## config.mk

```make
export PLATFORM = sky130hd
export DESIGN_NAME = mem_stage_lsu_flat
export DESIGN_NICKNAME = d
export VERILOG_FILES = /design/src/rtl/mem_stage_lsu_pkg.sv /design/src/rtl/mem_stage_lsu_if.sv /design/src/rtl/mem_stage_lsu_align.sv /design/src/rtl/mem_stage_lsu.sv /design/src/flat_wrapper.sv
export SDC_FILE = /design/constraint.sdc
export NUM_CORES = 1
export LEC_CHECK = 0
export ABC_CLOCK_PERIOD_IN_PS = 3300
export BUFFER_PORTS_ARGS = -buffer_cell sky130_fd_sc_hd__buf_2
export CAP_MARGIN = 20
export CORE_AREA = 2 2 103 105
export DETAILED_ROUTE_END_ITERATION = 8
export DIE_AREA = 0 0 105 107
export GPL_ROUTABILITY_DRIVEN = 0
export PLACE_DENSITY = 0.79
export SYNTH_ARGS = -nofsm -noshare
export SYNTH_HDL_FRONTEND = slang
export SYNTH_SLANG_ARGS = --single-unit
```

## constraint.sdc

```tcl
create_clock -name clk -period 3.3 [get_ports clk]
set_input_delay 0.495 -clock clk [delete_from_list [all_inputs] [get_ports clk]]
set_output_delay 0.495 -clock clk [all_outputs]
set_load 0.05 [all_outputs]
```

## src/rtl/mem_stage_lsu_pkg.sv

```systemverilog
// Shared constants for the memory-stage LSU: opcodes, access sizes, writeback
// select encodings and the bus FSM state type.
package mem_stage_lsu_pkg;

  localparam int unsigned LSU_XLEN = 32;

  localparam logic [6:0] OP_LOAD  = 7'b0000011;
  localparam logic [6:0] OP_STORE = 7'b0100011;

  localparam logic [2:0] F3_B  = 3'd0;
  localparam logic [2:0] F3_H  = 3'd1;
  localparam logic [2:0] F3_W  = 3'd2;
  localparam logic [2:0] F3_BU = 3'd4;
  localparam logic [2:0] F3_HU = 3'd5;

  localparam logic [1:0] WB_ALU = 2'd0;
  localparam logic [1:0] WB_MEM = 2'd1;
  localparam logic [1:0] WB_PC4 = 2'd2;

  typedef enum logic [1:0] {
    ST_IDLE       = 2'd0,
    ST_WAIT_GNT   = 2'd1,
    ST_WAIT_RDATA = 2'd2
  } lsu_state_e;

endpackage

```

## src/rtl/mem_stage_lsu_if.sv

```systemverilog
// Data-memory req/gnt/rvalid bus between the memory stage (master) and the
// data memory or interconnect (slave).
interface mem_stage_lsu_if #(
  parameter int XLEN = 32
) ();
  logic            dmem_req;
  logic            dmem_we;
  logic [XLEN-1:0] dmem_addr;
  logic [XLEN-1:0] dmem_wdata;
  logic [3:0]      dmem_wstrb;
  logic            dmem_gnt;
  logic            dmem_rvalid;
  logic [XLEN-1:0] dmem_rdata;

  modport master (
    output dmem_req, dmem_we, dmem_addr, dmem_wdata, dmem_wstrb,
    input  dmem_gnt, dmem_rvalid, dmem_rdata
  );

  modport slave (
    input  dmem_req, dmem_we, dmem_addr, dmem_wdata, dmem_wstrb,
    output dmem_gnt, dmem_rvalid, dmem_rdata
  );
endinterface

```

## src/rtl/mem_stage_lsu_align.sv

```systemverilog
// Combinational byte-lane logic: store data replication and strobes, load
// byte/halfword extraction with sign/zero extension, and misalignment flag.
module lsu_align
  import mem_stage_lsu_pkg::*;
(
  input  logic [2:0]  funct3,
  input  logic [1:0]  addr_lo,
  input  logic [31:0] store_data,
  input  logic [31:0] load_word,
  output logic [31:0] wdata,
  output logic [3:0]  wstrb,
  output logic [31:0] load_data,
  output logic        misaligned
);

  logic [7:0]  load_byte;
  logic [15:0] load_half;

  always_comb begin
    wdata      = store_data;
    wstrb      = 4'b1111;
    misaligned = 1'b0;
    case (funct3[1:0])
      2'b00: begin
        wdata = {4{store_data[7:0]}};
        wstrb = 4'b0001 << addr_lo;
      end
      2'b01: begin
        wdata      = {2{store_data[15:0]}};
        wstrb      = addr_lo[1] ? 4'b1100 : 4'b0011;
        misaligned = addr_lo[0];
      end
      2'b10: misaligned = |addr_lo;
      default: ;
    endcase
  end

  always_comb begin
    load_byte = load_word[7:0];
    case (addr_lo)
      2'd1:    load_byte = load_word[15:8];
      2'd2:    load_byte = load_word[23:16];
      2'd3:    load_byte = load_word[31:24];
      default: load_byte = load_word[7:0];
    endcase
    load_half = addr_lo[1] ? load_word[31:16] : load_word[15:0];

    load_data = load_word;
    case (funct3)
      F3_B:    load_data = {{24{load_byte[7]}}, load_byte};
      F3_H:    load_data = {{16{load_half[15]}}, load_half};
      F3_BU:   load_data = {24'd0, load_byte};
      F3_HU:   load_data = {16'd0, load_half};
      default: load_data = load_word;
    endcase
  end

endmodule

```

## src/rtl/mem_stage_lsu.sv

```systemverilog
// Memory stage: drives the data bus, stalls upstream while a transaction is
// open, registers the writeback triple. Optional watchdog: LSU_TIMEOUT_EN.
//
// state         | meaning
// ST_IDLE       | no transaction open; instruction in M may issue or retire
// ST_WAIT_GNT   | request on the bus, waiting for gnt (outputs held)
// ST_WAIT_RDATA | load granted, waiting for rvalid
module mem_stage_lsu
  import mem_stage_lsu_pkg::*;
#(
  parameter int XLEN           = LSU_XLEN,
  parameter int TIMEOUT_CYCLES = 255
) (
  input  logic              clk,
  input  logic              rst_n,
  input  logic [2:0]        funct3M,
  input  logic [XLEN-1:0]   alu_outM,
  input  logic [XLEN-1:0]   forward_rs2M,
  input  logic [XLEN-1:0]   jump_result_plus4M,
  input  logic [6:0]        opcodeM,
  input  logic              mem_accessM,
  input  logic [1:0]        wb_selM,
  input  logic              reg_writeM,
  input  logic [4:0]        rdM,
  mem_stage_lsu_if.master   bus,
  output logic              stall,
  output logic [XLEN-1:0]   wb_data,
  output logic [4:0]        wb_rd,
  output logic              wb_we,
  output logic              misalign,
  output logic              bus_err
);

  lsu_state_e      state_q, state_d;
  logic [XLEN-1:0] wb_data_q, wb_data_d;
  logic [4:0]      wb_rd_q, wb_rd_d;
  logic            wb_we_q, wb_we_d;
  logic            misalign_q, misalign_d;
  logic            bus_err_q, bus_err_d;

  logic            is_store, mis_flag, mis_c, mem_op;
  logic            req_c, retire, abort, tmo_hit;
  logic [31:0]     load_data;

  lsu_align u_align (
    .funct3     (funct3M),
    .addr_lo    (alu_outM[1:0]),
    .store_data (forward_rs2M),
    .load_word  (bus.dmem_rdata),
    .wdata      (bus.dmem_wdata),
    .wstrb      (bus.dmem_wstrb),
    .load_data  (load_data),
    .misaligned (mis_flag)
  );

  assign is_store = (opcodeM == OP_STORE);
  assign mis_c    = mem_accessM && mis_flag;
  assign mem_op   = mem_accessM && !mis_flag;

`ifdef LSU_TIMEOUT_EN
  localparam int CNT_W = ($clog2(TIMEOUT_CYCLES + 1) > 8) ? $clog2(TIMEOUT_CYCLES + 1) : 8;
  logic [CNT_W-1:0] tmo_cnt_q, tmo_cnt_d;

  // Down-counter reloaded on every state change; terminal count aborts the wait.
  assign tmo_hit = (state_q != ST_IDLE) && (tmo_cnt_q == '0);

  always_comb begin
    tmo_cnt_d = tmo_cnt_q;
    if (state_d != state_q)
      tmo_cnt_d = CNT_W'(TIMEOUT_CYCLES - 1);
    else if (state_q != ST_IDLE && tmo_cnt_q != '0)
      tmo_cnt_d = tmo_cnt_q - 1'b1;
  end

  always_ff @(posedge clk or negedge rst_n) begin
    if (!rst_n) tmo_cnt_q <= CNT_W'(TIMEOUT_CYCLES - 1);
    else        tmo_cnt_q <= tmo_cnt_d;
  end
`else
  logic unused_tmo;
  assign tmo_hit    = 1'b0;
  assign unused_tmo = ^TIMEOUT_CYCLES;
`endif

  always_comb begin
    state_d = state_q;
    req_c   = 1'b0;
    retire  = 1'b0;
    abort   = 1'b0;
    case (state_q)
      ST_IDLE: begin
        if (mem_op) begin
          req_c = 1'b1;
          if (!bus.dmem_gnt)                        state_d = ST_WAIT_GNT;
          else if (is_store || bus.dmem_rvalid)     retire  = 1'b1;
          else                                      state_d = ST_WAIT_RDATA;
        end else begin
          retire = 1'b1;
        end
      end
      ST_WAIT_GNT: begin
        req_c = 1'b1;
        if (bus.dmem_gnt) begin
          if (is_store || bus.dmem_rvalid) begin
            retire  = 1'b1;
            state_d = ST_IDLE;
          end else begin
            state_d = ST_WAIT_RDATA;
          end
        end
      end
      ST_WAIT_RDATA: begin
        if (bus.dmem_rvalid) begin
          retire  = 1'b1;
          state_d = ST_IDLE;
        end
      end
      default: state_d = ST_IDLE;
    endcase
    if (tmo_hit) begin
      req_c   = 1'b0;
      retire  = 1'b0;
      abort   = 1'b1;
      state_d = ST_IDLE;
    end
  end

  always_comb begin
    wb_data_d  = wb_data_q;
    wb_rd_d    = wb_rd_q;
    wb_we_d    = 1'b0;
    misalign_d = mis_c && (state_q == ST_IDLE);
    bus_err_d  = abort;
    if (retire) begin
      case (wb_selM)
        WB_MEM:  wb_data_d = load_data;
        WB_PC4:  wb_data_d = jump_result_plus4M;
        default: wb_data_d = alu_outM;
      endcase
      wb_rd_d = rdM;
      wb_we_d = reg_writeM && (rdM != 5'd0) && !mis_c;
    end
  end

  always_ff @(posedge clk or negedge rst_n) begin
    if (!rst_n) begin
      state_q    <= ST_IDLE;
      wb_data_q  <= '0;
      wb_rd_q    <= '0;
      wb_we_q    <= 1'b0;
      misalign_q <= 1'b0;
      bus_err_q  <= 1'b0;
    end else begin
      state_q    <= state_d;
      wb_data_q  <= wb_data_d;
      wb_rd_q    <= wb_rd_d;
      wb_we_q    <= wb_we_d;
      misalign_q <= misalign_d;
      bus_err_q  <= bus_err_d;
    end
  end

  // Reset silences the bus and releases the pipeline immediately, even while M still holds a memory op.
  assign bus.dmem_req  = req_c && rst_n;
  assign bus.dmem_we   = is_store;
  assign bus.dmem_addr = {alu_outM[XLEN-1:2], 2'b00};
  assign stall         = !(retire || abort) && rst_n;
  assign wb_data       = wb_data_q;
  assign wb_rd         = wb_rd_q;
  assign wb_we         = wb_we_q;
  assign misalign      = misalign_q;
  assign bus_err       = bus_err_q;

endmodule
```

## src/flat_wrapper.sv

```systemverilog
// flat-port wrapper written by rule: the top's interface ports become plain ports
module mem_stage_lsu_flat import mem_stage_lsu_pkg::*;
#(
  parameter int XLEN           = LSU_XLEN,
  parameter int TIMEOUT_CYCLES = 255
)
  (clk, rst_n, funct3M, alu_outM, forward_rs2M, jump_result_plus4M, opcodeM, mem_accessM, wb_selM, reg_writeM, rdM, stall, wb_data, wb_rd, wb_we, misalign, bus_err, bus_dmem_req, bus_dmem_we, bus_dmem_addr, bus_dmem_wdata, bus_dmem_wstrb, bus_dmem_gnt, bus_dmem_rvalid, bus_dmem_rdata);
  mem_stage_lsu_if #(.XLEN(XLEN)) bus_i ();
  input  logic clk;
  input  logic rst_n;
  input  logic [2:0] funct3M;
  input  logic [XLEN-1:0] alu_outM;
  input  logic [XLEN-1:0] forward_rs2M;
  input  logic [XLEN-1:0] jump_result_plus4M;
  input  logic [6:0] opcodeM;
  input  logic mem_accessM;
  input  logic [1:0] wb_selM;
  input  logic reg_writeM;
  input  logic [4:0] rdM;
  output logic stall;
  output logic [XLEN-1:0] wb_data;
  output logic [4:0] wb_rd;
  output logic wb_we;
  output logic misalign;
  output logic bus_err;
  output wire logic [$bits(bus_i.dmem_req)-1:0] bus_dmem_req;
  output wire logic [$bits(bus_i.dmem_we)-1:0] bus_dmem_we;
  output wire logic [$bits(bus_i.dmem_addr)-1:0] bus_dmem_addr;
  output wire logic [$bits(bus_i.dmem_wdata)-1:0] bus_dmem_wdata;
  output wire logic [$bits(bus_i.dmem_wstrb)-1:0] bus_dmem_wstrb;
  input wire logic [$bits(bus_i.dmem_gnt)-1:0] bus_dmem_gnt;
  input wire logic [$bits(bus_i.dmem_rvalid)-1:0] bus_dmem_rvalid;
  input wire logic [$bits(bus_i.dmem_rdata)-1:0] bus_dmem_rdata;
  assign bus_dmem_req = bus_i.dmem_req;
  assign bus_dmem_we = bus_i.dmem_we;
  assign bus_dmem_addr = bus_i.dmem_addr;
  assign bus_dmem_wdata = bus_i.dmem_wdata;
  assign bus_dmem_wstrb = bus_i.dmem_wstrb;
  assign bus_i.dmem_gnt = bus_dmem_gnt;
  assign bus_i.dmem_rvalid = bus_dmem_rvalid;
  assign bus_i.dmem_rdata = bus_dmem_rdata;
  mem_stage_lsu #(.XLEN(XLEN), .TIMEOUT_CYCLES(TIMEOUT_CYCLES)) u_core (.clk(clk), .rst_n(rst_n), .funct3M(funct3M), .alu_outM(alu_outM), .forward_rs2M(forward_rs2M), .jump_result_plus4M(jump_result_plus4M), .opcodeM(opcodeM), .mem_accessM(mem_accessM), .wb_selM(wb_selM), .reg_writeM(reg_writeM), .rdM(rdM), .bus(bus_i), .stall(stall), .wb_data(wb_data), .wb_rd(wb_rd), .wb_we(wb_we), .misalign(misalign), .bus_err(bus_err));
endmodule
```

# [After elaboration in Yosys (flattened, before gate mapping)]
# Index checks and enable logic that the tools add are counted.
[word_totals] register_bits=41 out_inout_bits=111 elab_cells=63
[op_classes] eq_ne=17 shifts=1 n_mux=23 n_reduce_logical=17
[op_table] cell="one-hot mux 32 bit (2 select lines)" count=2
[op_table] cell="one-hot mux 32 bit (4 select lines)" count=1
[op_table] cell="one-hot mux 8 bit (3 select lines)" count=1
[op_table] cell="2-to-1 mux 16 bit" count=1
[op_table] cell="2-to-1 mux 2 bit" count=6
[op_table] cell="== test 2 bit (second input constant)" count=5
[op_table] cell="== test 2 x 1 -> 1 bit (second input constant)" count=4
[op_table] cell="one-hot mux 4 bit (2 select lines)" count=1
[op_table] cell="== test 7 x 6 -> 1 bit (second input constant)" count=1
[op_table] cell="logical AND 1 bit" count=7
[op_table] cell="== test 3 bit (second input constant)" count=2
[op_table] cell="2-to-1 mux 1 bit" count=6
[op_table] cell="one-hot mux 2 bit (3 select lines)" count=1
[op_table] cell="nonzero test 5 bit" count=1
[op_table] cell="zero test 2 bit" count=2
[op_table] cell="2-to-1 mux 4 bit" count=1
[op_table] cell="inequality test 2 bit (second input constant)" count=2
[op_table] cell="one-hot mux 1 bit (2 select lines)" count=2
[op_table] cell="AND reduction 4 bit" count=1
[op_table] cell="<< shifter 1 x 2 -> 4 bit (first input constant)" count=1
[op_table] cell="== test 3 x 1 -> 1 bit (second input constant)" count=1
[op_table] cell="zero test 1 bit" count=3
[op_table] cell="zero test 3 bit" count=1
[op_table] cell="inequality test 3 bit (second input constant)" count=1
[op_table] cell="other kinds (4)" count=4

# [Depth between registers and ports, before layout]
# Gate-level depths: netlist of run 1.
[depth] depth_word=8 depth_mapped=9 ltp_nobuf=7

# [Hierarchy]
# From an unflattened synthesis of run 1, not the netlist that was laid out.
[unflattened] cells_unflattened=416 hier_area_um2=3707.3
[by_module_without_submodules] module="mem_stage_lsu" instances=1 cells_each=249 area_per_inst_um2=2501.1 seq_area_each_um2=1026.0
[by_module_without_submodules] module="lsu_align" instances=1 cells_each=167 area_per_inst_um2=1206.2 seq_area_each_um2=0.0

# [Least setup slack after synthesis of run 1]
# Ideal clock, no wire load.
[synth_timing] kind="input port to output port" startpoint="input port funct3M[0]" endpoint="output port bus_dmem_wstrb[1]" arrival_time_ns=2.353 setup_slack_ns=0.452 cell_stages=8 path_buffers=4 cell_sequence="inv_1 > ha_1 > buf_2 > or2_2 > clkbuf_1 > clkbuf_1 > buf_2 > o21ai_0"
[synth_via] elab_chain_cells=2
[synth_lines] element="from (decl)" line_no="flat_wrapper.sv:11" source="input logic [2:0] funct3M;"
[synth_lines] element="== test 2 x 1 -> 1 bit or zero test 2 bit (tied branches)" line_no="mem_stage_lsu_align.sv:23" source="case (funct3[1:0])"
[synth_lines] element="one-hot mux 4 bit (2 select lines) (*)" line_no="mem_stage_lsu_align.sv:23"
[synth_lines] element="to (decl)" line_no="flat_wrapper.sv:30" source="output wire logic [$bits(bus_i.dmem_wstrb)-1:0] bus_dmem_wstrb;"
# Every way passes the cells marked *; elsewhere a longest branch is shown, timed or not.

# [Final worst setup path of run 1]
[layout_timing] startpoint="input port funct3M[1]" endpoint="output port stall"
[layout_via] elab_chain_cells=8
[layout_lines] element="== test 2 bit or == test 2 x 1 -> 1 bit (tied branches)" line_no="mem_stage_lsu_align.sv:23"
[layout_lines] element="one-hot mux 1 bit (2 select lines) (*)" line_no="mem_stage_lsu_align.sv:23"
[layout_lines] element="zero test 1 bit (*)" line_no="mem_stage_lsu.sv:58" source="assign mem_op = mem_accessM && !mis_flag;"
[layout_lines] element="logical AND 1 bit (*)" line_no="mem_stage_lsu.sv:58"
[layout_lines] element="2-to-1 mux 1 bit (*)" line_no="mem_stage_lsu.sv:92" source="if (mem_op) begin"
[layout_lines] element="one-hot mux 1 bit (3 select lines) (*)" line_no="mem_stage_lsu.sv:90" source="case (state_q)"
[layout_lines] element="zero test 1 bit (*)" line_no="mem_stage_lsu.sv:167" source="assign stall = !(retire || abort) && rst_n;"
[layout_lines] element="logical AND 1 bit (*)" line_no="mem_stage_lsu.sv:167"
[layout_lines] element="to (decl)" line_no="flat_wrapper.sv:20" source="output logic stall;"
# Marks and branches as above.

==> flow_summary_export.csv, run 1 <==
group,metric,value,unit
run_status,outcome,"finished, final reports clean",
clocking,clock_path_buffers,2,
setup_path,worst_ep_arrival_time,2.31,ns
final_layout,area_of_combinational_cells_with_multiple_inputs,0.00192,mm^2
sta,setup_viol,0,
sta,final-hold-violation-count,0,
power_and_ir_drop,static-leakage-power,2.48,nW
sta,setup_repair_after_global_routing_missed_its_margin,"no",
synthesis,synth_warnings,0,
placed_design,dp_cells,727,
clocking,clock_sink_count,41,
floorplan,std_cell_rows,37,
final_layout,drive_gt1_frac,0.538,
sta,finClkSkew,0.00749,ns
grt,first_pass_grt_wire_length,19700,um
synthesis,netlist_top_cells_area,"sky130_fd_sc_hd__dfrtp_1, sky130_fd_sc_hd__mux2_2, sky130_fd_sc_hd__buf_4",
sta,setup-tns-final,0,ns
sta,worstMarginPinSlew,0.756,ns
route,drt-pass1-iter-count,5,
grt,antenna_violations_before_repair,1,
grt,maximum_number_of_pins_on_one_net_before_global_route_repair,42,
route,detailed_route_wire_length_per_cell,17.6,um
synthesis,yosysUniqueCellTypes,44,
setup_path,crit_path_end_kind,"output pin",
sta,max_freq,0.357,GHz
synthesis,synth_enable_flop_cells,0,
clocking,cts_buffers,5,
synthesis,cell_area_synth,0.00344,mm^2
synthesis,synth_top_cell_by_area,"sky130_fd_sc_hd__dfrtp_1",
clocking,post_cts_hold_buffer_count,0,
final_layout,final-instance-count-excl-fill,736,
synthesis,postSynthAreaPerCell,8.79,um^2
sta,min_period,2.80,ns
synthesis,netlist_instances,391,
floorplan,fp.dieW,105,um
final_layout,net_count_of_the_finished_layout,754,
synthesis,ys_async_sr_fraction,1.00,
synthesis,synth.top_cell.area_share,0.298,
clocking,clk_latency_worst_skew_pair,0.29,ns
route,vias,3830,
final_layout,area_growth_syn_to_layout,35.3,%
floorplan,io-pin-count,262,
floorplan,floorplan.die_area,0.0112,mm^2
power_and_ir_drop,p_per_area,530,mW/mm^2
job,timing.max_cap.violations,0,
synthesis,ys_seq_elements,41,
clocking,htreeDepth,2,
final_layout,layout_common_cells,"sky130_fd_sc_hd__buf_2, sky130_fd_sc_hd__nand2_1, sky130_fd_sc_hd__dfrtp_1, sky130_fd_sc_hd__mux2_2, sky130_fd_sc_hd__nor2_1",
floorplan,die_h,107,um
final_layout,layout_commonest_cell,"sky130_fd_sc_hd__buf_2",
route,drcViolationCount,0,
grt,grtUsageTotal,0.221,
sta,timing.final.crit_share,0.849,
route,detail_routed_via_count_per_cell,5.20,
clocking,cts_post_setup_buffers_inserted,0,
setup_path,timing.critical_path.required,2.80,ns
synthesis,postSynth.topFlopCell,"sky130_fd_sc_hd__dfrtp_1",
floorplan,fp.coreArea,0.0101,mm^2
grt,gr-total-overflow,0,
floorplan,start_util,0.341,
hold_path,worst_hold_check_path_type,"input port to async pin",
clocking,tritoncts,"done",
grt,via_count_of_the_first_global_routing_pass,3734,
sta,slew_viol_final,0,
route,route.final.wire_length,12900,um
clocking,quantity_of_gates_resized_following_cts,0,
route,dr.first_iter.drc_count,227,
setup_path,setup.worst_path.class,"input port to output pin",
power_and_ir_drop,power.ir.vdd_worst,268,uV
synthesis,portion_of_the_post_synthesis_area_used_by_sequential_elements,0.298,
final_layout,flip_flop_and_latch_area,0.00103,mm^2
placed_design,dp_hpwl,10500,um
setup_path,worstSetupStartpointType,"input port",
placed_design,number_of_port_buffers,258,
route,postRouteAntennaNets,0,
setup_path,critical_path.max_fanout,12,
final_layout,final.fill_count,1024,
clocking,cts_root_buffer,"sky130_fd_sc_hd__clkbuf_8",
sta,maxSlewHeadroom,0.496,
clocking,clk_pin_slew,0.09,ns
worst max-delay path: stages:
cell and delay [ns]:
sky130_fd_sc_hd__buf_2 0.11, sky130_fd_sc_hd__inv_1 0.07, sky130_fd_sc_hd__ha_1 0.40, sky130_fd_sc_hd__nand2_1 0.09
sky130_fd_sc_hd__a21boi_1 0.39, sky130_fd_sc_hd__nor3_1 0.14, sky130_fd_sc_hd__o32ai_4 0.33, sky130_fd_sc_hd__nor2_1 0.07
sky130_fd_sc_hd__buf_2 0.21
per-layer routing:
layer  share of wire  GRT usage  wire length, um
met2            0.50      0.392             6520
met3           0.071     0.0401              921
met4           0.013     0.0448              168
met5               0          0                0
met1            0.41      0.281             5320
final cells by class:
cell class / count / share of cell area
Tap cell: 136 / 0.0366
Inverter: 15 / 0.0121
Clock buffer: 7 / 0.0186
Multi-Input combinational cell: 269 / 0.412
Timing Repair Buffer: 266 / 0.293
Clock inverter: 1 / 0.00646
Antenna cell: 1 / 0.000538
Sequential cell: 41 / 0.221
metrics by stage:
| step | utilization | power [mW] | setup WS, ns | area [um^2] | hold WS, ns |
|---|---|---|---|---|---|
| final | 0.461 | 2.46 | 0.499 | 4650 | 0.343 |
| after floorplan | - | 1.70 | 0.452 | 3450 | 0.199 |
| after global routing | 0.461 | 2.59 | 0.308 | 4650 | 0.354 |
| after global placement | 0.449 | 2.03 | 0.525 | 4530 | 0.467 |
| after CTS | 0.461 | 2.48 | 0.457 | 4650 | 0.368 |
| after detailed placement | 0.449 | 2.06 | 0.440 | 4530 | 0.483 |
report_power, final:
part / total (mW) / internal, mW / switching [mW]
Clock: 0.423 / 0.247 / 0.176
Sequential: 0.679 / 0.615 / 0.0644
Combinational: 1.36 / 0.400 / 0.962
path summary, 6_finish.rpt:
check / from / end / slack, ns / cells after the start
max reg2reg: u_core.state_q[1] / u_core.wb_data[24] / 1.63 / 5
min reg2reg: u_core.wb_rd[0] / u_core.wb_rd[0] / 0.49 / 1
max: funct3M[1] / stall / 0.50 / 9
min: rst_n / u_core.wb_data[21] / 0.34 / 2
min in group clk: bus_dmem_gnt / u_core.state_q[0] / 0.38 / 2
max in group asynchronous: rst_n / u_core.wb_data[25] / 2.56 / 2
registers in the layout, indices dropped and copies added, names as in the netlist:
register / flops
u_core.wb_data: 32
u_core.wb_rd: 5
u_core.state_q: 2
u_core.misalign: 1
u_core.wb_we: 1
Yosys cell counts (5+ instances only):
library cell / instances
sky130_fd_sc_hd__mux2_2: 32
sky130_fd_sc_hd__o21ai_0: 20
sky130_fd_sc_hd__a221oi_1: 22
sky130_fd_sc_hd__inv_1: 15
sky130_fd_sc_hd__nor2_1: 25
sky130_fd_sc_hd__o221ai_1: 9
sky130_fd_sc_hd__nand2_1: 72
sky130_fd_sc_hd__ha_1: 5
sky130_fd_sc_hd__mux2_4: 7
sky130_fd_sc_hd__buf_4: 43
sky130_fd_sc_hd__a221o_1: 7
sky130_fd_sc_hd__dfrtp_1: 41
sky130_fd_sc_hd__a22o_1: 8
sky130_fd_sc_hd__clkbuf_1: 16
sky130_fd_sc_hd__a22oi_1: 23
cell families after synthesis:
logic type,share of synthesized area
buf+inv,0.148
mux,0.157
flops,0.298
compound gates,0.237
other cells,0.00109
simple gates,0.140
fa+ha+maj,0.0182
Note: power is estimated with default switching activity, not from simulation.
==> run 2: changes to the inputs <==
--- a/config.mk
+++ b/config.mk
@@ -5,14 +5,15 @@
 export SDC_FILE = /design/constraint.sdc
 export NUM_CORES = 1
 export LEC_CHECK = 0
-export ABC_CLOCK_PERIOD_IN_PS = 3300
+export ABC_AREA = 1
+export ABC_CLOCK_PERIOD_IN_PS = 2700
 export BUFFER_PORTS_ARGS = -buffer_cell sky130_fd_sc_hd__buf_2
 export CAP_MARGIN = 20
-export CORE_AREA = 2 2 103 105
+export CORE_AREA = 2 2 102 104
 export DETAILED_ROUTE_END_ITERATION = 8
-export DIE_AREA = 0 0 105 107
+export DIE_AREA = 0 0 104 106
 export GPL_ROUTABILITY_DRIVEN = 0
-export PLACE_DENSITY = 0.79
+export PLACE_DENSITY = 0.86
 export SYNTH_ARGS = -nofsm -noshare
 export SYNTH_HDL_FRONTEND = slang
 export SYNTH_SLANG_ARGS = --single-unit
==> constraint.sdc (replaced) <==
create_clock -name clk -period 2.7 [get_ports clk]
set_input_delay 0.405 -clock clk [delete_from_list [all_inputs] [get_ports clk]]
set_output_delay 0.405 -clock clk [all_outputs]
set_load 0.05 [all_outputs]
==> run 2 against run 1 <==
Sequential cell count stayed put. Clock-buffer cell count is 2 lower. Non-clock buffer count is 4 higher. Combinational power is 110% higher. Die area is 1.9% lower. Routed wire length is 6.6% higher. Clock power is 44% higher. Total power is 81% higher. Hold slack worse by 0.12 ns. Critical path type unchanged. Highest routed layer is now met5.
==> flow_summary_export.csv, run 2 <==
group,metric,value,unit
run_status,outcome,"finished, final reports clean",
placed_design,dp_hpwl,11200,um
route,dr.first_iter.drc_count,248,
setup_path,cpMostUsedCell,"sky130_fd_sc_hd__buf_2",
synthesis,ys_async_sr_fraction,1.00,
clocking,cts_post_setup_buffers_inserted,0,
floorplan,fp.coreArea,0.0100,mm^2
synthesis,synth_compound_gate_area_share,0.151,
route,route.final.wire_length,13800,um
synthesis,synth.top_cells.by_count,"sky130_fd_sc_hd__nand2_1, sky130_fd_sc_hd__inv_1, sky130_fd_sc_hd__nor2_1",
power_and_ir_drop,total_switching_power,2.53,mW
floorplan,io-pin-count,262,
power_and_ir_drop,p_seq_frac,0.237,
sta,timing.final.crit_share,0.936,
route,detail_routed_via_count_per_cell,4.71,
setup_path,slowest_stage,"sky130_fd_sc_hd__nor2_4",
power_and_ir_drop,p_per_area,871,mW/mm^2
clocking,post_cts_hold_buffer_count,0,
placed_design,dp_cells,988,
grt,gr-total-overflow,0,
power_and_ir_drop,swShare,0.568,
setup_path,worstSetupStartpointType,"input port",
synthesis,synth_top_cell_by_area,"sky130_fd_sc_hd__dfrtp_1",
hold_path,worst_hold_check_path_type,"input port to async pin",
floorplan,die_h,106,um
power_and_ir_drop,intPower,1.92,mW
synthesis,synth_xor_xnor_area_share,0,
setup_path,cpLargestDelayFamily,"buffers and inverters",
sta,worstMarginPinSlew,0.700,ns
sta,slew_viol_final,0,
setup_path,critical_path.max_fanout,26,
setup_path,r2r-end,"u_core.wb_data[13]",
clocking,clk_latency_worst_skew_pair,0.30,ns
floorplan,fp.dieW,104,um
grt,grtUsageTotal,0.240,
final_layout,largest_register_ff_count,32,
synthesis,synth.top_cell.area_share,0.261,
clocking,clock_path_buffers,2,
synthesis,synth_simple_gate_area_frac,0.364,
setup_path,crit_path_end_kind,"output pin",
synthesis,cell_area_synth,0.00392,mm^2
sta,maxSlewHeadroom,0.533,
synthesis,synth_top_family_by_area,"simple AND/OR/NAND/NOR gates",
setup_path,cp.buffers_inverters,4,
route,drt-pass1-iter-count,5,
synthesis,muxShareOfSynthArea,0,
grt,via_count_of_the_first_global_routing_pass,4280,
clocking,clock_sink_count,41,
power_and_ir_drop,power.ir.vdd_worst,659,uV
setup_path,timing.critical_path.required,2.30,ns
placed_design,pre_cts_ws,0.208,ns
synthesis,synthMostInstantiatedCell,"sky130_fd_sc_hd__nand2_1",
synthesis,postSynthAreaPerCell,5.99,um^2
grt,maximum_number_of_pins_on_one_net_before_global_route_repair,51,
setup_path,regToRegSetupSlack,0.96,ns
sta,min_period,2.53,ns
sta,worst_hold_slack,0.219,ns
clocking,quantity_of_gates_resized_following_cts,0,
setup_path,path_cells,"buf_2 > inv_1 > ha_1 > nor2_4 > inv_2 > o211ai_1 > buf_2",
final_layout,layout_commonest_cell,"sky130_fd_sc_hd__buf_2",
final_layout,net_count_of_the_finished_layout,1015,
synthesis,ys_seq_elements,41,
setup_path,worstReg2RegStart,"u_core.state_q[1]",
grt,first_pass_grt_wire_length,21300,um
floorplan,start_util,0.392,
job,timing.max_cap.violations,0,
placed_design,number_of_port_buffers,258,
synthesis,synth_warnings,0,
sta,setup_viol,0,
final_layout,final-instance-count-excl-fill,997,
sta,final-hold-violation-count,0,
grt,antenna_violations_before_repair,2,
final_layout,drive_gt1_frac,0.343,
setup_path,crit_path_max_incr_delay,0.48,ns
setup_path,setup.worst_path.class,"input port to output pin",
power_and_ir_drop,pwr-share-comb,0.626,
synthesis,postSynth.topFlopCell,"sky130_fd_sc_hd__dfrtp_1",
clocking,cts_buffers,5,
synthesis,synth-adder-area-share,0.0159,
synthesis,netlist_instances,655,
route,vias,4697,
floorplan,std_cell_rows,37,
clocking,tritoncts,"done",
synthesis,yosysUniqueCellTypes,29,
setup_path,worst_ep_arrival_time,2.12,ns
route,drcViolationCount,0,
sta,final_critical_path_setup_slack,0.173,ns
synthesis,portion_of_the_post_synthesis_area_used_by_sequential_elements,0.261,
power_and_ir_drop,clockPowerShare,0.137,
power_and_ir_drop,static-leakage-power,3.10,nW
clocking,cts_root_buffer,"sky130_fd_sc_hd__clkbuf_8",
clocking,htreeDepth,2,
floorplan,floorplan.die_area,0.0110,mm^2
synthesis,synth_enable_flop_cells,0,
synthesis,netlist_top_cells_area,"sky130_fd_sc_hd__dfrtp_1, sky130_fd_sc_hd__nand2_1, sky130_fd_sc_hd__buf_4",
route,detailed_route_wire_length_per_cell,13.8,um
route,postRouteAntennaNets,0,
final_layout,layout_common_cells,"sky130_fd_sc_hd__buf_2, sky130_fd_sc_hd__nand2_1, sky130_fd_sc_hd__inv_1, sky130_fd_sc_hd__nor2_1, sky130_fd_sc_hd__a21oi_1",
sta,finClkSkew,0.0150,ns
final_layout,area_growth_syn_to_layout,30.2,%
clocking,clk_pin_slew,0.10,ns
setup_path,r2r.worst_path.cells,10,
sta,setup_repair_after_global_routing_missed_its_margin,"no",
sta,max_freq,0.396,GHz
## run 2: cell count changes after synthesis, moves of 14 or more
cell / before / now
sky130_fd_sc_hd__a21oi_1: 1 / 53
sky130_fd_sc_hd__a221oi_1: 22 / 0
sky130_fd_sc_hd__a22oi_1: 23 / 0
sky130_fd_sc_hd__inv_1: 15 / 75
sky130_fd_sc_hd__mux2_2: 32 / 0
sky130_fd_sc_hd__nand2_1: 72 / 222
sky130_fd_sc_hd__nand3_1: 0 / 32
sky130_fd_sc_hd__nor2_1: 25 / 71
sky130_fd_sc_hd__o21ai_0: 20 / 34
## run 2: power by group through the flow
stage	combinational (mW)	clock (mW)	sequential (mW)
finish	2.79	0.608	1.06
global placement	2.76	0	1.06
detailed placement	2.80	0	1.06
CTS	2.80	0.622	1.05
global route	2.98	0.641	1.09
floorplan	1.25	0	2.03
## run 2: cell families (layout without fill, tap and decap cells)
logic type | count (synthesis) | count (layout)
AO/OA/AOI/OAI | 110 | 110
adder cells (fa/ha/maj) | 5 | 5
buffers and inverters | 154 | 357
flip-flops | 41 | 41
other | 1 | 4
AND/OR/NAND/NOR | 344 | 344
## run 2: cell type report
type,count,area [um^2]
clock buffer,5,68.8
multi-input combinational,462,2090
inverter,79,297
tap,136,170
clock inverter,3,68.8
timing repair buffer,270,1380
fill,1054,4890
sequential,41,1030
antenna,1,2.50
## run 2: per-stage QoR
stage	cell area (um^2)	power, mW	setup TNS (ns)	util
3_3_place_gp	4970	3.82	0	0.497
4_1_cts	5100	4.47	0	0.511
5_1_grt	5110	4.71	0	0.511
6_report	5110	4.45	0	0.511
3_5_place_dp	4970	3.86	0	0.497
2_1_floorplan	3930	3.28	-0.273	-
## run 2: worst register-to-register path, delay by kind of cell (launching register included)
kind                   cells  cell delay [ns]
DFF                        1             0.46
and+or+nand+nor            8             0.68
buffers and inverters      2             0.48
## run 2: worst max path at each step
| stage | from | depth (start not counted) | to | slack, ns |
|---|---|---|---|---|
| 6_report | funct3M[0] | 7 | bus_dmem_wstrb[2] | 0.17 |
| 5_1_grt | funct3M[0] | 7 | bus_dmem_wstrb[2] | 0.01 |
| 4_1_cts | funct3M[0] | 7 | bus_dmem_wstrb[3] | 0.21 |
| 3_5_place_dp | funct3M[0] | 7 | bus_dmem_wstrb[3] | 0.21 |
| 3_3_place_gp | funct3M[0] | 7 | bus_dmem_wstrb[3] | 0.27 |
| 2_1_floorplan | funct3M[0] | 7 | bus_dmem_wdata[18] | -0.06 |
## run 2: per-layer routing
layer,track usage,vias to the layer above,part of all wire
li1,-,2407,-
met1,0.305,2111,0.43
met2,0.432,167,0.49
met3,0.0460,10,0.065
met4,0.0357,2,0.0076
met5,0,-,0.00094
==> run 3: changes to the inputs <==
--- a/config.mk
+++ b/config.mk
@@ -9,11 +9,13 @@
 export ABC_CLOCK_PERIOD_IN_PS = 2700
 export BUFFER_PORTS_ARGS = -buffer_cell sky130_fd_sc_hd__buf_2
 export CAP_MARGIN = 20
-export CORE_AREA = 2 2 102 104
+export CELL_PAD_IN_SITES_DETAIL_PLACEMENT = 2
+export CELL_PAD_IN_SITES_GLOBAL_PLACEMENT = 2
+export CORE_UTILIZATION = 20
 export DETAILED_ROUTE_END_ITERATION = 8
-export DIE_AREA = 0 0 104 106
 export GPL_ROUTABILITY_DRIVEN = 0
-export PLACE_DENSITY = 0.86
+export PLACE_DENSITY = 0.92
+export RECOVER_POWER = 25
 export SYNTH_ARGS = -nofsm -noshare
 export SYNTH_HDL_FRONTEND = slang
 export SYNTH_SLANG_ARGS = --single-unit
==> run 3 against run 2 <==
Register-to-register slack lost 0.26 ns. Sequential share of layout area fell by 0.86 points. Global-route usage fell by 5.2 points. Largest cell class unchanged. Maximum frequency increased by 3.6%. First-iteration DRC count fell by 40%. Combinational power increased by 3%. Hold slack improved by 0.075 ns. Clock-buffer cell count increased by 1. Highest routed layer unchanged. Final area up 4.5%.
==> flow_summary_export.csv, run 3 (synthesis gave the netlist of run 2 again) <==
group,metric,value,unit
sta,setup_viol,0,
sta,final-hold-violation-count,0,
sta,setup-tns-final,0,ns
hold_path,worst_hold_check_path_type,"input port to flop",
floorplan,std_cell_rows,50,
grt,first_pass_grt_wire_length,29000,um
clocking,cts_root_buffer,"sky130_fd_sc_hd__clkbuf_16",
grt,met2_usage,0.347,
setup_path,crit_path_max_incr_delay,0.31,ns
sta,worstMarginPinSlew,1.16,ns
clocking,cts_post_setup_buffers_inserted,0,
sta,setup_repair_after_global_routing_missed_its_margin,"no",
floorplan,floorplan.die_area,0.0202,mm^2
final_layout,drive_gt1_frac,0.338,
setup_path,slowest_stage,"sky130_fd_sc_hd__clkinv_1",
setup_path,critical_path.max_fanout,14,
setup_path,worst_ep_arrival_time,2.03,ns
route,route.final.wire_length,19100,um
power_and_ir_drop,static-leakage-power,3.12,nW
route,detail_routed_via_count_per_cell,4.40,
setup_path,crit_path_end_kind,"output pin",
sta,worst_hold_slack,0.294,ns
route,dr.first_iter.drc_count,150,
placed_design,dp_hpwl,15900,um
job,timing.max_cap.violations,0,
clocking,htreeDepth,2,
floorplan,fp.dieW,142,um
power_and_ir_drop,p_per_area,863,mW/mm^2
grt,use_met1,0.224,
setup_path,setup.worst_path.class,"input port to output pin",
route,drcViolationCount,0,
clocking,clk_pin_slew,0.07,ns
route,detailed_route_wire_length_per_cell,17.0,um
final_layout,net_count_of_the_finished_layout,1017,
final_layout,largest_register_ff_count,32,
sta,slew_viol_final,0,
run_status,outcome,"finished, final reports clean",
placed_design,number_of_port_buffers,258,
route,postRouteAntennaNets,0,
floorplan,die_h,142,um
clocking,clock_sink_count,41,
setup_path,path_cells,"buf_2 > inv_1 > ha_1 > buf_4 > clkinv_1 > o22ai_1 > inv_1 > o21ai_0 > buf_2",
final_layout,area_growth_syn_to_layout,36.0,%
clocking,clock_path_buffers,2,
grt,maximum_number_of_pins_on_one_net_before_global_route_repair,73,
grt,gr-total-overflow,0,
power_and_ir_drop,p_total,4.60,mW
clocking,clk_latency_worst_skew_pair,0.30,ns
final_layout,final-instance-count-excl-fill,1127,
grt,globalRoute.busiestLayer,"met2",
power_and_ir_drop,power.ir.vdd_worst,383,uV
clocking,quantity_of_gates_resized_following_cts,0,
floorplan,start_util,0.207,
grt,antenna_violations_before_repair,6,
sta,max_freq,0.410,GHz
final_layout,layout_common_cells,"sky130_fd_sc_hd__buf_2, sky130_fd_sc_hd__nand2_1, sky130_fd_sc_hd__inv_1, sky130_fd_sc_hd__nor2_1, sky130_fd_sc_hd__a21oi_1",
clocking,cts_buffers,5,
grt,grt_use_met3,0.0289,
floorplan,io-pin-count,262,
route,drt-pass1-iter-count,4,
clocking,post_cts_hold_buffer_count,0,
final_layout,utilization,0.281,
sta,min_period,2.44,ns
grt,grtUsageTotal,0.188,
sta,maxSlewHeadroom,0.229,
clocking,tritoncts,"done",
placed_design,dp_cells,1114,
final_layout,final.fill_count,2403,
sta,finClkSkew,0.00440,ns
floorplan,fp.coreArea,0.0190,mm^2
route,vias,4962,
final_layout,layout_commonest_cell,"sky130_fd_sc_hd__buf_2",
setup_path,timing.critical_path.required,2.30,ns
grt,via_count_of_the_first_global_routing_pass,5274,
sta,timing.final.crit_share,0.903,
setup_path,worstSetupStartpointType,"input port",
==> run 3: cell count changes in the layout (fill, tap and decap cells not counted), moves of 3 or more <==
cell	previous run	this run
sky130_fd_sc_hd__buf_2	258	250
sky130_fd_sc_hd__clkbuf_1	0	6
sky130_fd_sc_hd__clkbuf_16	0	5
sky130_fd_sc_hd__clkbuf_8	5	1
sky130_fd_sc_hd__diode_2	1	5
sky130_fd_sc_hd__buf_12	0	3
==> run 3: layout make-up <==
type	instances	area [um^2]	share of cell area
multi-input cells	462	2090	0.392
repair buffers	272	1430	0.268
flip-flops and latches	41	1030	0.192
well taps	260	325	0.0610
inverters	79	297	0.0556
clock buffers	6	139	0.0260
clock inverters	2	13.8	0.00258
diodes	5	12.5	0.00235
==> run 3: stage by stage <==
stage / worst slack (ns) / area, um^2
3_3_place_gp: 0.378 / 5180
5_1_grt: 0.152 / 5330
2_1_floorplan: -0.0567 / 3930
4_1_cts: 0.280 / 5330
6_report: 0.262 / 5340
3_5_place_dp: 0.255 / 5180
==> run 3: path summary, 6_finish.rpt <==
path	endpoint	slack [ns]	from	cells past startpoint
max in group asynchronous	u_core.wb_data[26]	1.40	rst_n	2
min in group asynchronous	u_core.wb_data[30]	0.60	rst_n	2
max reg2reg	u_core.wb_data[17]	0.70	u_core.state_q[1]	10
max	bus_dmem_wdata[12]	0.26	funct3M[1]	9
min reg2reg	u_core.wb_data[20]	0.48	u_core.wb_data[20]	2
min	u_core.state_q[0]	0.29	bus_dmem_gnt	2
==> run 3: metal layers <==
layer	vias to the layer above	wire length, um
li1	2409	-
met1	2396	7920
met2	133	9910
met3	22	891
met4	2	376
met5	-	13
==> run 3: where the power goes <==
part | switching, mW | total (mW) | internal (mW)
Clock | 0.280 | 0.649 | 0.369
Combinational | 2.23 | 2.88 | 0.655
Sequential | 0.170 | 1.08 | 0.905
Total | 2.68 | 4.60 | 1.93
==> run 3: worst max-delay path: cells and delay by family <==
| kind | cells | cell delay [ns] |
|---|---|---|
| buffers and inverters | 6 | 1.11 |
| AOI/OAI and AO/OA | 2 | 0.34 |
| adders and majority gates | 1 | 0.17 |
